### config.mk
export PLATFORM = sky130hd
export DESIGN_NAME = matrix_result_display_flat
export DESIGN_NICKNAME = d
export VERILOG_FILES = /design/src/rtl/matrix_pkg.sv /design/src/rtl/matrix_result_display_if.sv /design/src/rtl/matrix_result_display_tick_prescaler.sv /design/src/rtl/matrix_result_display.sv /design/src/flat_wrapper.sv
export SDC_FILE = /design/constraint.sdc
export NUM_CORES = 1
export LEC_CHECK = 0
export ABC_AREA = 1
export BUFFER_PORTS_ARGS = -buffer_cell sky130_fd_sc_hd__buf_4
export CAP_MARGIN = 25
export CORE_ASPECT_RATIO = 1.2
export CORE_MARGIN = 4
export CORE_UTILIZATION = 37
export DETAILED_ROUTE_END_ITERATION = 7
export PLACE_DENSITY = 0.53
export SETUP_SLACK_MARGIN = 0.15
export SLEW_MARGIN = 20
export SYNTH_ARGS = -nofsm -noshare
export SYNTH_HDL_FRONTEND = slang
export SYNTH_SLANG_ARGS = --single-unit
### constraint.sdc
create_clock -name clk -period 6.1 [get_ports clk]
set_clock_uncertainty 0.15 [all_clocks]
set_input_delay 1.22 -clock clk [delete_from_list [all_inputs] [get_ports clk]]
set_output_delay 1.22 -clock clk [all_outputs]
set_load 0.02 [all_outputs]
### src/rtl/matrix_pkg.sv
// -----------------------------------------------------------------------------
// matrix_pkg
// Shared constants for the matrix-sum datapath (load, sum and display stages)
// and the state encoding of the result display FSM.
// -----------------------------------------------------------------------------
package matrix_pkg;

  // Width of one RAM word / one result matrix, and of one displayed byte.
  localparam int MATRIX_W = 256;
  localparam int BYTE_W   = 8;

  // RAM word addresses used by the datapath stages.
  localparam int OPB_BASE    = 32;
  localparam int RESULT_BASE = 64;

  // Display FSM states. Explicit 2-bit encoding so the values can be mirrored
  // by plain logic constants in legacy-style code.
  typedef enum logic [1:0] {
    IDLE  = 2'd0,
    FETCH = 2'd1,
    SHOW  = 2'd2,
    DONE  = 2'd3
  } disp_state_t;

endpackage : matrix_pkg

### src/rtl/matrix_result_display_if.sv
// -----------------------------------------------------------------------------
// matrix_result_display_if
// Groups the request, RAM read and LED display signals of the result display.
//   start      : one-cycle request from the compute stage
//   repeat_en  : 1 = loop the bytes until reset, 0 = single pass
//   ram_addr   : registered RAM read address (display -> RAM)
//   ram_rdata  : RAM read data (RAM -> display)
//   leds       : displayed byte
//   byte_idx   : index of the byte currently shown
//   busy       : high while fetching or showing
//   done       : one-cycle pulse at the end of a single pass
// slave modport = display block, master modport = surrounding system.
// -----------------------------------------------------------------------------
interface matrix_result_display_if #(
  parameter int DATA_W = 256,
  parameter int ADDR_W = 8
);

  localparam int NBYTES = DATA_W / 8;
  localparam int IDX_W  = (NBYTES > 1) ? $clog2(NBYTES) : 1;

  logic              start;
  logic              repeat_en;
  logic [ADDR_W-1:0] ram_addr;
  logic [DATA_W-1:0] ram_rdata;
  logic [7:0]        leds;
  logic [IDX_W-1:0]  byte_idx;
  logic              busy;
  logic              done;

  modport master (
    output start, repeat_en, ram_rdata,
    input  ram_addr, leds, byte_idx, busy, done
  );

  modport slave (
    input  start, repeat_en, ram_rdata,
    output ram_addr, leds, byte_idx, busy, done
  );

endinterface : matrix_result_display_if

### src/rtl/matrix_result_display_tick_prescaler.sv
// -----------------------------------------------------------------------------
// tick_prescaler
// Free-running modulo-TICK_DIV counter that sets the per-byte display time.
//   clk   : system clock
//   rst   : asynchronous active-low reset
//   clear : forces the count to 0 (held while the display is not showing)
//   tick  : high while the count is TICK_DIV-1; the count then wraps to 0
// -----------------------------------------------------------------------------
module tick_prescaler #(
  parameter int TICK_DIV = 25_000_000
) (
  input  logic clk,
  input  logic rst,
  input  logic clear,
  output logic tick
);

  localparam int CNT_W = $clog2(TICK_DIV);

  logic [CNT_W-1:0] r_count;
  logic             w_wrap;

  assign w_wrap = (r_count == CNT_W'(TICK_DIV - 1));

  always_ff @(posedge clk or negedge rst) begin
    if (!rst) begin
      r_count <= '0;
    end else if (clear || w_wrap) begin
      r_count <= '0;
    end else begin
      r_count <= r_count + 1'b1;
    end
  end

  // A cleared counter never reports a tick, so the caller sees a full
  // interval after releasing clear.
  assign tick = w_wrap & ~clear;

endmodule : tick_prescaler

### src/rtl/matrix_result_display.sv
// -----------------------------------------------------------------------------
// matrix_result_display
// On a start request, reads the result word once from RAM into a shadow
// register, then shows it on the LEDs one byte at a time (byte 0 first), each
// byte for TICK_DIV cycles. Either loops forever (repeat_en=1 at the last
// byte) or finishes with a one-cycle done pulse.
//   clk  : system clock
//   rst  : asynchronous active-low reset; aborts any pass without done
//   disp : display interface (slave side), see matrix_result_display_if
// All outputs come straight from registers.
// -----------------------------------------------------------------------------
module matrix_result_display
  import matrix_pkg::BYTE_W, matrix_pkg::MATRIX_W;
#(
  parameter int DATA_W      = MATRIX_W,
  parameter int ADDR_W      = 8,
  parameter int RESULT_BASE = matrix_pkg::RESULT_BASE,
  parameter int RAM_LATENCY = 2,
  parameter int TICK_DIV    = 25_000_000
) (
  input  logic                     clk,
  input  logic                     rst,
  matrix_result_display_if.slave   disp
);

  localparam int NBYTES = DATA_W / BYTE_W;
  localparam int IDX_W  = (NBYTES > 1) ? $clog2(NBYTES) : 1;
  localparam int LAT_W  = $clog2(RAM_LATENCY + 1);

  localparam logic [1:0] ST_IDLE  = matrix_pkg::IDLE;
  localparam logic [1:0] ST_FETCH = matrix_pkg::FETCH;
  localparam logic [1:0] ST_SHOW  = matrix_pkg::SHOW;
  localparam logic [1:0] ST_DONE  = matrix_pkg::DONE;

  logic [1:0]        r_state;
  logic [1:0]        w_next_state;
  logic [ADDR_W-1:0] r_ram_addr;
  logic [LAT_W-1:0]  r_lat_cnt;
  logic [DATA_W-1:0] r_shadow;
  logic [7:0]        r_leds;
  logic [IDX_W-1:0]  r_byte_idx;
  logic              r_busy;
  logic              r_done;

  logic              w_lat_hit;
  logic              w_last_byte;
  logic [IDX_W-1:0]  w_next_idx;
  logic              w_tick;
  logic              w_tick_clear;

  // The edge on which the latency count reaches RAM_LATENCY is the capture
  // edge, i.e. the count currently reads RAM_LATENCY-1.
  assign w_lat_hit   = (r_lat_cnt == LAT_W'(RAM_LATENCY - 1));
  assign w_last_byte = (r_byte_idx == IDX_W'(NBYTES - 1));
  assign w_next_idx  = w_last_byte ? '0 : r_byte_idx + 1'b1;

  // The prescaler only runs while a byte is on display; entering SHOW
  // therefore always starts a fresh interval.
  assign w_tick_clear = (r_state != ST_SHOW);

  tick_prescaler #(
    .TICK_DIV (TICK_DIV)
  ) u_tick_prescaler (
    .clk   (clk),
    .rst   (rst),
    .clear (w_tick_clear),
    .tick  (w_tick)
  );

  always_comb begin
    // NOTE: default first so every path assigns w_next_state and no latch is inferred.
    w_next_state = r_state;
    unique case (r_state)
      ST_IDLE:  if (disp.start) w_next_state = ST_FETCH;
      ST_FETCH: if (w_lat_hit)  w_next_state = ST_SHOW;
      ST_SHOW:  if (w_tick && w_last_byte && !disp.repeat_en) w_next_state = ST_DONE;
      ST_DONE:  w_next_state = ST_IDLE;
      default:  w_next_state = ST_IDLE;
    endcase
  end

  always_ff @(posedge clk or negedge rst) begin
    if (!rst) begin
      r_state    <= ST_IDLE;
      r_ram_addr <= '0;
      r_lat_cnt  <= '0;
      // NOTE: the shadow is a plain register, not a RAM, so it is reset with
      // everything else and a fresh pass never shows stale data.
      r_shadow   <= '0;
      r_leds     <= '0;
      r_byte_idx <= '0;
      r_busy     <= 1'b0;
      r_done     <= 1'b0;
    end else begin
      r_state <= w_next_state;
      // Status flags follow the next state so they line up with r_state.
      r_busy  <= (w_next_state == ST_FETCH) || (w_next_state == ST_SHOW);
      r_done  <= (w_next_state == ST_DONE);

      unique case (r_state)
        ST_IDLE: begin
          if (disp.start) begin
            r_ram_addr <= ADDR_W'(RESULT_BASE);
            r_lat_cnt  <= '0;
          end
        end
        ST_FETCH: begin
          r_lat_cnt <= r_lat_cnt + 1'b1;
          if (w_lat_hit) begin
            r_shadow   <= disp.ram_rdata;
            r_leds     <= disp.ram_rdata[BYTE_W-1:0];
            r_byte_idx <= '0;
          end
        end
        ST_SHOW: begin
          // On the final boundary of a single pass the last byte stays lit.
          if (w_tick && !(w_last_byte && !disp.repeat_en)) begin
            r_byte_idx <= w_next_idx;
            r_leds     <= r_shadow[BYTE_W*int'(w_next_idx) +: BYTE_W];
          end
        end
        default: ;
      endcase
    end
  end

  assign disp.ram_addr = r_ram_addr;
  assign disp.leds     = r_leds;
  assign disp.byte_idx = r_byte_idx;
  assign disp.busy     = r_busy;
  assign disp.done     = r_done;

endmodule : matrix_result_display

### src/flat_wrapper.sv
// flat-port wrapper written by rule: the top's interface ports become plain ports
module matrix_result_display_flat import matrix_pkg::BYTE_W, matrix_pkg::MATRIX_W;
#(
  parameter int DATA_W      = MATRIX_W,
  parameter int ADDR_W      = 8,
  parameter int RESULT_BASE = matrix_pkg::RESULT_BASE,
  parameter int RAM_LATENCY = 2,
  parameter int TICK_DIV    = 25_000_000
)
  (clk, rst, disp_start, disp_repeat_en, disp_ram_rdata, disp_ram_addr, disp_leds, disp_byte_idx, disp_busy, disp_done);
  matrix_result_display_if #(.DATA_W(DATA_W), .ADDR_W(ADDR_W)) disp_i ();
  input  logic clk;
  input  logic rst;
  input wire logic [$bits(disp_i.start)-1:0] disp_start;
  input wire logic [$bits(disp_i.repeat_en)-1:0] disp_repeat_en;
  input wire logic [$bits(disp_i.ram_rdata)-1:0] disp_ram_rdata;
  output wire logic [$bits(disp_i.ram_addr)-1:0] disp_ram_addr;
  output wire logic [$bits(disp_i.leds)-1:0] disp_leds;
  output wire logic [$bits(disp_i.byte_idx)-1:0] disp_byte_idx;
  output wire logic [$bits(disp_i.busy)-1:0] disp_busy;
  output wire logic [$bits(disp_i.done)-1:0] disp_done;
  assign disp_i.start = disp_start;
  assign disp_i.repeat_en = disp_repeat_en;
  assign disp_i.ram_rdata = disp_ram_rdata;
  assign disp_ram_addr = disp_i.ram_addr;
  assign disp_leds = disp_i.leds;
  assign disp_byte_idx = disp_i.byte_idx;
  assign disp_busy = disp_i.busy;
  assign disp_done = disp_i.done;
  matrix_result_display #(.DATA_W(DATA_W), .ADDR_W(ADDR_W), .RESULT_BASE(RESULT_BASE), .RAM_LATENCY(RAM_LATENCY), .TICK_DIV(TICK_DIV)) u_core (.clk(clk), .rst(rst), .disp(disp_i));
endmodule
# [Yosys cells after proc, flatten, opt, wreduce, memory -nomap -nowiden]
# Index checks and enable logic that the tools add are counted.
[classes] addsub=3 eq_ne=13 shifts=1 mux=14 n_bitwise=2 n_reduce_logical=15
[ops] op="$shiftx 256x9->8" n=1
[ops] op="$add 25x1->25 const B" n=1
[ops] op="$eq 25x25->1 const B" n=1
[ops] op="$mux 25" n=1
[ops] op="$mux 8" n=2
[ops] op="$pmux 8 s2" n=1
[ops] op="$mux 5" n=3
[ops] op="$pmux 5 s2" n=1
[ops] op="$eq 2x2->1 const B" n=4
[ops] op="$mux 2" n=4
[ops] op="$pmux 2 s4" n=1
[ops] op="$eq 2x1->1 const B" n=3
[ops] op="$reduce_and 2->1" n=3
[ops] op="$add 5x1->5 const B" n=1
[ops] op="$eq 5x5->1 const B" n=1
[ops] op="$logic_and 1x1->1" n=4
[ops] op="$ne 2x1->1 const B" n=2
[ops] op="$ne 2x2->1 const B" n=2
[ops] op="$pmux 2 s2" n=1
[ops] op="$reduce_bool 2->1" n=2
[ops] op="$reduce_and 3->1" n=1
[ops] op="$add 2x1->2 const B" n=1
[ops] op="$logic_not 1->1" n=2
[ops] op="$logic_not 2->1" n=1
[ops] op="other kinds (3)" n=4
[totals] register_bits=301 inputBits=260 out_inout_bits=23 wordCells=57

# [Longest topological paths before layout]
# Gate-level depths: netlist of run 1.
[depth] ltp_word=9 depth_mapped=17 ltp_nobuf=15

# [Modules after synthesis]
# From an unflattened synthesis of run 1, not the netlist that was laid out.
[unflattened] hier_cells=1993 hier_area_um2=14870.5
[by_module_without_submodules] module="matrix_result_display" n_inst=1 cells_per_inst=1774 area_per_inst_um2=13395.3 seq_area_each_um2=6906.6
[by_module_without_submodules] module="tick_prescaler" n_inst=1 cells_per_inst=219 area_per_inst_um2=1475.2 seq_area_each_um2=625.6

# [Worst setup path before layout of run 1]
# Ideal clock, no wire load.
[synth_timing] path_type="flip-flop to flip-flop" from="reg u_core.r_byte_idx[0], in the netlist u_core.disp.byte_idx[0]" to="reg u_core.r_leds[2], in the netlist u_core.disp.leds[2]" setup_time_ns=0.113 t_arrival_ns=2.118 required_ns=5.837 path_slack_ns=3.720 path_stages_with_launch=17 n_path_buf=2 synth_period_minus_slack_ns=2.380 cell_sequence="dfrtp_1 > ha_1 > nand2_1 > nor2_1 > ha_1 > nor2_2 > buf_2 > buf_2 > nand2_1 > nand3_1 > nand3_1 > nand3_1 > nand2_1 > nand2_1 > nand3_1 > nand2_1 > inv_1"
[synth_via] elab_chain_len=6 elab_cells_between_ends=11 cone_classes="add/sub (1); eq/ne (2); shift (1); mux (3); reduce/logical (4)"
[synth_lines] item="start: declaration" line="matrix_result_display.sv:41" text="logic [IDX_W-1:0] r_byte_idx;"
[synth_lines] item="start signal: assignment" line="matrix_result_display.sv:118" text="r_byte_idx <= w_next_idx;"
[synth_lines] item="parallel branches: the longest is 6 deep, another holds $add 5x1->5"
[synth_lines] item="end signal: assignment" line="matrix_result_display.sv:111" text="r_leds <= disp.ram_rdata[BYTE_W-1:0];"
[synth_lines] item="end signal: assignment" line="matrix_result_display.sv:119" text="r_leds <= r_shadow[BYTE_W*int'(w_next_idx) +: BYTE_W];"
[synth_lines] item="end: declaration" line="matrix_result_display.sv:40" text="logic [7:0] r_leds;"
# Several ways; the timed one is not identified. The select of a mux whose other input is x is not followed.
# A chain may end at the register's enable or synchronous reset.

# [Worst setup path in the final report of run 1]
[layout_timing] from="reg u_core.r_byte_idx[1], in the netlist u_core.disp.byte_idx[1]" to="reg u_core.r_leds[3], in the netlist u_core.disp.leds[3]"
# Same word-level chain as after synthesis.

==> out/results.md, run 1 <==
| Group | Result | Value |
|---|---|---|
| sta | Final min period | 3.86 ns |
| yosys | Most instantiated library cell after synthesis | nand2_1 |
| yosys | Yosys top cell area share | 0.505 |
| sta | Final hold slack | 0.336 ns |
| global routing | Number of antenna violations at the first check in global routing | 0 |
| sta | Setup TNS | 0 ns |
| critical path | Slowest cell delay on critical path | 1.08 ns |
| final layout | Area added between synthesis and finish | 23.6% |
| floorplanning | Core region area | 39,700 um^2 |
| route | Number of iterations in the first detailed-routing pass | 5 |
| clocking | Number of levels in the clock H-tree | 2 |
| critical path | Cell family contributing the most delay on the critical path | simple AND/OR/NAND/NOR gates |
| route | Total number of vias | 13,400 |
| sta | Measured slew at the worst slew-check pin | 1.02 ns |
| yosys | Seq/Total Area, Yosys | 0.505 |
| critical path | Critical path start-end classification | flop to flop |
| placed design | Post-Place Setup Slack | 2.26 ns |
| final layout | Multi-input combinational cell area | 5710 um^2 |
| floorplanning | Initial Util | 0.375 |
| yosys | Post-synthesis register bit count | 301 |
| critical path | Critical path fanouts, max | 34 |
| global routing | Tot GR Track Use | 0.230 |
| final layout | Layout filler cell count | 4,094 |
| yosys | Commonest cells post-synth | 367 x nand2_1, 309 x inv_1, 308 x nor2_1 |
| power and ir drop | Power per Cell Area | 519 nW/um^2 |
| clocking | CTS tree | built |
| power and ir drop | Part of the power in registers | 0.329 |
| yosys | Netlist area before placement | 14,900 um^2 |
| final layout | Share of cells above drive strength 1 | 0.165 |
| sta | Worst max-slew margin expressed relative to the limit | 0.321 |
| yosys | Dominant cells by area after synthesis | dfrtp_1 51%, nand2_1 9.2%, a21oi_1 8.8% |
| clocking | Clock Sink Count | 301 |
| global routing | Global-route wire length before repair | 78.3 mm |
| sta | Period utilisation layout | 0.632 |
| clocking | Clock latency on the worst-skew pair | 0.53 ns |
| route | Wirelength, routed | 51.1 mm |
| power and ir drop | NetSw | 0.00415 W |
| clocking | Maximum buffer depth of the clock tree | 3 |
| clocking | Post-CTS setup repair buffer count | 0 |
| final layout | Area taken by flip-flops and latches | 7530 um^2 |
| global routing | Number of global-route vias before repair | 13,400 |
| final layout | Diode insertion count for antenna repair | 0 |
| yosys | Dominant register cell in the synthesized netlist | dfrtp_1 |
| final layout | Finished Core Util | 0.464 |
| yosys | Number of standard cells after synthesis | 1,991 |
| critical path | Required time at the endpoint of the critical path | 6.38 ns |
| sta | Top achievable clock speed | 259 MHz |
| placed design | Port Buf Inserts | 275 |
| final layout | Final Net Count | 2,474 |
| power and ir drop | Power share of the combinational group | 0.458 |
| min path | Hold Path Depth | 2 |
| sta | Setup violations, final | 0 |
| clocking | Root cell of the clock tree | clkbuf_16 |
| power and ir drop | Leak | 9.59 nW |
| critical path | Kind of end point of the critical path | flop |
| sta | Least setup slack across all paths after layout | 2.24 ns |
| flow run | Max-cap violations | 0 |
| yosys | Number of warnings reported in the yosys synthesis log | 0 |
| floorplanning | Top Ports | 283 |
| critical path | Crit-path slowest cell | inv_1 |
| outcome | Outcome | completed |
| placed design | Half-perimeter wire length of the detailed placement result | 37.2 mm |
| global routing | Maximum number of pins on one net before global-route repair | 144 |
| sta | RSZ-0062 raised after global routing | no |
| power and ir drop | Net Sw Frac | 0.434 |
| route | Average vias per placed instance | 4.87 |
| yosys | Number of library cell types mapped by synthesis | 35 |
| clocking | Clk pin slew, worst setup/hold paths | 0.06 ns |
| critical path | Crit-path cells | ha_1 > nand2_1 > nor2_1 > ha_1 > inv_2 > nand3_2 > inv_1 > nand3_1 > nand3_1 > nand2_1 > nand2_1 > nand3_1 > nand2_1 > inv_1 |
| route | Starting DRT DRC Count | 951 |
| critical path | Reg2Reg Depth | 14 |
| placed design | Routability cong. | 0.874 |
| min path | Classification of the worst-slack hold path | flop to flop |
| route | Post-route DRC | 0 |
| global routing | Remaining global-route overflow | 0 |
| critical path | Number of buffer and inverter stages on the critical path | 3 |
| placed design | Cell count after placement | 2,702 |
| critical path | Cell count along the critical path | 14 |
| clocking | Post-cts hold buffer count | 0 |
| route | Wire length per cell after detailed routing | 18.5 um |
| floorplanning | Die W | 191 um |
| yosys | Synth area leader | dfrtp_1 |
| floorplanning | Vertical extent of the die | 228 um |
| clocking | Clock buffer count from CTS | 34 |
| critical path | Element type at the critical path start | flop |
| sta | Max Slew Vio Count | 0 |
| route | Number of nets still failing antenna checks after routing | 0 |
| yosys | Ys async rst share | 1.00 |
| floorplanning | Die Area | 43,600 um^2 |
| final layout | Count of placed standard cells in the final layout, fillers left out | 2,763 |
| clocking | Number of gates given a new drive strength after cts | 0 |
| critical path | Reg-to-reg slack, setup | 2.24 ns |
| critical path | Critical path arrival | 4.14 ns |
| power and ir drop | Clock power frac | 0.213 |
| yosys | EDFF count, synth | 0 |
| critical path | CP most frequent cell | nand2_1 |
| power and ir drop | Internal power of the cells | 0.00542 W |
| sta | Endpoints failing hold | 0 |
| power and ir drop | IR Drop Worst-Case VDD | 276 uV |
| floorplanning | Site row count | 80 |
| yosys | Synthesized area divided by synthesized cell count | 7.49 um^2 |
==> power by group through the flow <==
stage               clock [W]  combinational [W]  sequential [W]
floorplan                   0            0.00288         0.00316
global placement            0            0.00443         0.00317
detailed placement          0            0.00443         0.00318
CTS                   0.00209            0.00444         0.00315
global route          0.00218            0.00492         0.00323
finish                0.00204            0.00438         0.00315
==> worst paths after layout <==
check | startpoint | to
hold reg to reg | u_core.disp.ram_addr[6]$_DFFE_PN0P_ | u_core.disp.ram_addr[6]$_DFFE_PN0P_
max in group asynchronous | rst | u_core.u_tick_prescaler.r_count[20]$_DFF_PN0_
min in group asynchronous | rst | u_core.r_shadow[199]$_DFFE_PN0P_
setup / recovery | u_core.disp.byte_idx[1]$_DFFE_PN0P_ | u_core.disp.leds[3]$_DFFE_PN0P_
setup reg to reg | u_core.disp.byte_idx[1]$_DFFE_PN0P_ | u_core.disp.leds[3]$_DFFE_PN0P_
hold / removal | u_core.disp.ram_addr[6]$_DFFE_PN0P_ | u_core.disp.ram_addr[6]$_DFFE_PN0P_
==> kinds of logic (layout without fill, tap and decap cells) <==
kind of cell    after synthesis  count (layout)  synth area share
simple gates                946             946             0.265
buf+inv                     430             663             0.115
flops                       301             301             0.505
compound gates              292             292            0.0993
fa+ha+maj                     9               9           0.00756
xor+xnor                      7               7           0.00411
mux                           5               5           0.00369
other cells                   1               7          0.000252
==> metrics by stage <==
stage / instance area, um^2 / power (W)
after CTS: 18400 / 0.00968
after global placement: 17300 / 0.00760
after floorplan: 14900 / 0.00604
final: 18400 / 0.00957
after global routing: 18400 / 0.0103
after detailed placement: 17300 / 0.00761
==> registers in the layout, indices dropped and copies added (netlist names) <==
signal and cells:
u_core.disp.busy 1, u_core.disp.done 1, u_core.r_shadow 256, u_core.disp.ram_addr 1
u_core.u_tick_prescaler.r_count 25, u_core.disp.byte_idx 5, u_core.disp.leds 8, u_core.r_state 2
u_core.r_lat_cnt 2
==> worst min-delay path, stage by stage, from the launching register on <==
cell	delay [ns]
dfrtp_1	0.36
inv_1	0.05
nand2_1	0.05
==> cells in the final DEF, fill, tap and decap left out, types with 2 or more instances in the layout <==
cell type	n
ha_1	9
clkbuf_8	13
a21oi_1	261
o31ai_1	4
clkinv_2	7
buf_4	283
clkbuf_16	34
or2_2	2
nand3_1	236
nor2_1	308
nor3_1	11
clkbuf_1	3
xor2_1	3
mux2_2	4
o21ai_0	23
dfrtp_1	301
nand4_1	10
conb_1	7
xnor2_1	4
nand2_1	365
inv_1	309
nand2_2	2
nand2_4	3
nand3_2	2
buf_12	4
inv_6	2
inv_2	5
nor2_4	3
==> area by class of cell <==
cell class,instances,area share
clock buffers,50,0.0565
clock inverters,11,0.00414
inverters,314,0.0640
multi-input cells,1266,0.310
flip-flops and latches,301,0.409
well taps,533,0.0362
repair buffers,288,0.120
==> metal layers <==
layer  GRT usage  vias to the layer above  wire, um
met5           0                        -         0
met4      0.0503                        0      1050
met3      0.0350                       57      2470
met2       0.387                      338     25100
met1       0.314                     6438     22500
li1            -                     6612         -
Power figures use the tool's default switching activity.
==> inputs of run 2 (changes only) <==
==> constraint.sdc (replaced) <==
create_clock -name clk -period 4 [get_ports clk]
set_clock_uncertainty 0.15 [all_clocks]
set_input_delay 0.8 -clock clk [delete_from_list [all_inputs] [get_ports clk]]
set_output_delay 0.8 -clock clk [all_outputs]
set_load 0.02 [all_outputs]
==> out/results.md, run 2 (same netlist as run 1, synthesis figures left out) <==
| Group | Result | Value | Change |
|---|---|---|---|
| route | Average vias per placed instance | 4.91 | was 4.87 |
| final layout | Diode insertion count for antenna repair | 0 | unchanged |
| sta | Max Slew Vio Count | 0 | unchanged |
| critical path | CP most frequent cell | nand2_1 | unchanged |
| floorplanning | Vertical extent of the die | 228 um | unchanged |
| sta | Final min period | 2.91 ns | was 3.86 ns |
| clocking | Post-CTS setup repair buffer count | 0 | unchanged |
| critical path | Number of buffer and inverter stages on the critical path | 3 | unchanged |
| placed design | Port Buf Inserts | 275 | unchanged |
| flow run | Max-cap violations | 0 | unchanged |
| clocking | Number of levels in the clock H-tree | 2 | unchanged |
| sta | Measured slew at the worst slew-check pin | 0.933 ns | was 1.02 ns |
| critical path | Slowest cell delay on critical path | 0.39 ns | was 1.08 ns |
| final layout | Max FFs per register | 256 | unchanged |
| floorplanning | Die Area | 43,600 um^2 | unchanged |
| global routing | Number of global-route vias before repair | 13,800 | was 13,400 |
| critical path | Critical path fanouts, max | 69 | was 34 |
| power and ir drop | NetSw | 0.00616 W | was 0.00415 W |
| placed design | Post-Place Setup Slack | 1.11 ns | was 2.26 ns |
| global routing | Number of antenna violations at the first check in global routing | 1 | was 0 |
| final layout | Register with the most flip-flops | u_core.r_shadow | unchanged |
| power and ir drop | Net Sw Frac | 0.423 | was 0.434 |
| route | Number of iterations in the first detailed-routing pass | 5 | unchanged |
| sta | RSZ-0062 raised after global routing | no | unchanged |
| clocking | Root cell of the clock tree | clkbuf_16 | unchanged |
| critical path | Crit-path cells | ha_1 > nand2_1 > nor2_1 > ha_1 > inv_2 > nand2_4 > buf_12 > nand2_1 > nand3_1 > nand3_1 > nand3_1 > nand2_1 > nand2_1 > nand3_1 > nand2_1 > inv_1 | was ha_1 > nand2_1 > nor2_1 > ha_1 > inv_2 > nand3_2 > inv_1 > nand3_1 > nand3_1 > nand2_1 > nand2_1 > nand3_1 > nand2_1 > inv_1 |
| final layout | Area added between synthesis and finish | 24.8% | was 23.6% |
| critical path | Cell family contributing the most delay on the critical path | simple AND/OR/NAND/NOR gates | unchanged |
| critical path | Critical R2R Launch | u_core.disp.byte_idx[1]$_DFFE_PN0P_ | unchanged |
| clocking | Clock buffer count from CTS | 35 | was 34 |
| route | Post-route DRC | 0 | unchanged |
| critical path | Element type at the critical path start | flop | unchanged |
| final layout | Most common cell after layout, fill and taps aside | nand2_1 | unchanged |
| floorplanning | Core region area | 39,700 um^2 | unchanged |
| power and ir drop | Part of the power in registers | 0.329 | about the same |
| critical path | Capturing point of the worst reg2reg path | u_core.disp.leds[7]$_DFFE_PN0P_ | was u_core.disp.leds[3]$_DFFE_PN0P_ |
| final layout | Most used cells in the layout excluding fill and tap cells | 365 x nand2_1, 309 x inv_1, 308 x nor2_1 | unchanged |
| placed design | Routability cong. | 0.925 | was 0.874 |
| sta | Period utilisation layout | 0.728 | was 0.632 |
| floorplanning | Initial Util | 0.375 | unchanged |
| critical path | Reg-to-reg slack, setup | 1.09 ns | was 2.24 ns |
| critical path | Crit-path slowest cell | dfrtp_1 | was inv_1 |
| clocking | Clk pin slew, worst setup/hold paths | 0.06 ns | about the same |
| outcome | Outcome | completed | unchanged |
| power and ir drop | Clock power frac | 0.217 | was 0.213 |
| power and ir drop | Power per Cell Area | 783 nW/um^2 | was 519 nW/um^2 |
| clocking | Clock latency on the worst-skew pair | 0.52 ns | was 0.53 ns |
| power and ir drop | IR Drop Worst-Case VDD | 477 uV | was 276 uV |
| sta | Least setup slack across all paths after layout | 1.09 ns | was 2.24 ns |
| route | Wire length per cell after detailed routing | 18.5 um | about the same |
| global routing | Maximum number of pins on one net before global-route repair | 114 | was 144 |
| sta | Setup violations, final | 0 | unchanged |
| critical path | Critical path start-end classification | flop to flop | unchanged |
| final layout | Share of cells above drive strength 1 | 0.168 | was 0.165 |
| power and ir drop | Power share of the combinational group | 0.454 | was 0.458 |
| clocking | Number of gates given a new drive strength after cts | 0 | unchanged |
| clocking | Maximum buffer depth of the clock tree | 3 | unchanged |
| power and ir drop | Internal power of the cells | 0.00840 W | was 0.00542 W |
| global routing | Remaining global-route overflow | 0 | unchanged |
| critical path | Kind of end point of the critical path | flop | unchanged |
| power and ir drop | Leak | 9.68 nW | was 9.59 nW |
| global routing | Global-route wire length before repair | 78.7 mm | was 78.3 mm |
| critical path | Required time at the endpoint of the critical path | 4.26 ns | was 6.38 ns |
| sta | Setup TNS | 0 ns | unchanged |
| critical path | Critical path arrival | 3.17 ns | was 4.14 ns |
| final layout | Layout filler cell count | 4,067 | was 4,094 |
| route | Wirelength, routed | 51.4 mm | was 51.1 mm |
| clocking | Clock Sink Count | 301 | unchanged |
| final layout | Finished Core Util | 0.468 | was 0.464 |
| clocking | CTS tree | built | unchanged |
| floorplanning | Top Ports | 283 | unchanged |
| min path | Classification of the worst-slack hold path | input port to asynchronous set/reset pin | was flop to flop |
| final layout | Final Net Count | 2,487 | was 2,474 |
| route | Starting DRT DRC Count | 1,064 | was 951 |
| route | Total number of vias | 13,600 | was 13,400 |
| route | Number of nets still failing antenna checks after routing | 0 | unchanged |
| global routing | Tot GR Track Use | 0.232 | was 0.230 |
| sta | Endpoints failing hold | 0 | unchanged |
| floorplanning | Site row count | 80 | unchanged |
| clocking | Post-cts hold buffer count | 0 | unchanged |
| placed design | Half-perimeter wire length of the detailed placement result | 38.0 mm | was 37.2 mm |
| sta | Worst max-slew margin expressed relative to the limit | 0.378 | was 0.321 |
| sta | Top achievable clock speed | 343 MHz | was 259 MHz |
| critical path | Reg2Reg Depth | 16 | was 14 |
| floorplanning | Die W | 191 um | unchanged |
-- run 2: stage by stage --
step	instance area (um^2)	hold WS [ns]	total power [W]	instances
finish	18600	0.204	0.0146	2774
global route	18600	0.260	0.0157	2774
CTS	18600	0.264	0.0147	2774
detailed placement	17500	0.322	0.0115	2714
global placement	17500	0.309	0.0115	2714
floorplan	14900	0.303	0.00921	1997
-- run 2: power by group through the flow --
stage / logic [W] / clock network, W / registers (W)
after detailed placement: 0.00666 / 0 / 0.00485
after floorplan: 0.00439 / 0 / 0.00482
after CTS: 0.00669 / 0.00322 / 0.00479
after global routing: 0.00742 / 0.00336 / 0.00492
final: 0.00661 / 0.00316 / 0.00479
after global placement: 0.00664 / 0 / 0.00482
-- run 2: metal layers --
layer | routed length, um | track usage | up-vias | part of all wire
li1 | - | - | 6626 | -
met5 | 18 | 0 | - | 0.00035
met3 | 3060 | 0.0451 | 100 | 0.060
met4 | 2260 | 0.0936 | 2 | 0.044
met1 | 20900 | 0.297 | 6452 | 0.41
met2 | 25100 | 0.385 | 429 | 0.49
-- run 2: worst max path at each step --
stage / endpoint / depth (start not counted) / from / slack [ns]
floorplan: u_core.disp.leds[2]$_DFFE_PN0P_ / 16 / u_core.disp.byte_idx[0]$_DFFE_PN0P_ / 1.62
global placement: u_core.disp.leds[6]$_DFFE_PN0P_ / 16 / u_core.disp.byte_idx[1]$_DFFE_PN0P_ / 1.14
detailed placement: u_core.disp.leds[6]$_DFFE_PN0P_ / 16 / u_core.disp.byte_idx[1]$_DFFE_PN0P_ / 1.11
CTS: u_core.disp.leds[2]$_DFFE_PN0P_ / 16 / u_core.disp.byte_idx[1]$_DFFE_PN0P_ / 1.11
global route: u_core.disp.leds[2]$_DFFE_PN0P_ / 16 / u_core.disp.byte_idx[1]$_DFFE_PN0P_ / 0.86
finish: u_core.disp.leds[7]$_DFFE_PN0P_ / 16 / u_core.disp.byte_idx[1]$_DFFE_PN0P_ / 1.09
-- run 2: cell type report --
| class | instances | area (um^2) | share of cell area |
|---|---|---|---|
| multi-input combinational | 1266 | 5700 | 0.307 |
| clock inverter | 14 | 126 | 0.00680 |
| timing repair buffer | 300 | 2400 | 0.129 |
| sequential | 301 | 7530 | 0.405 |
| clock buffer | 46 | 990 | 0.0532 |
| inverter | 314 | 1180 | 0.0634 |
| tap | 533 | 667 | 0.0359 |
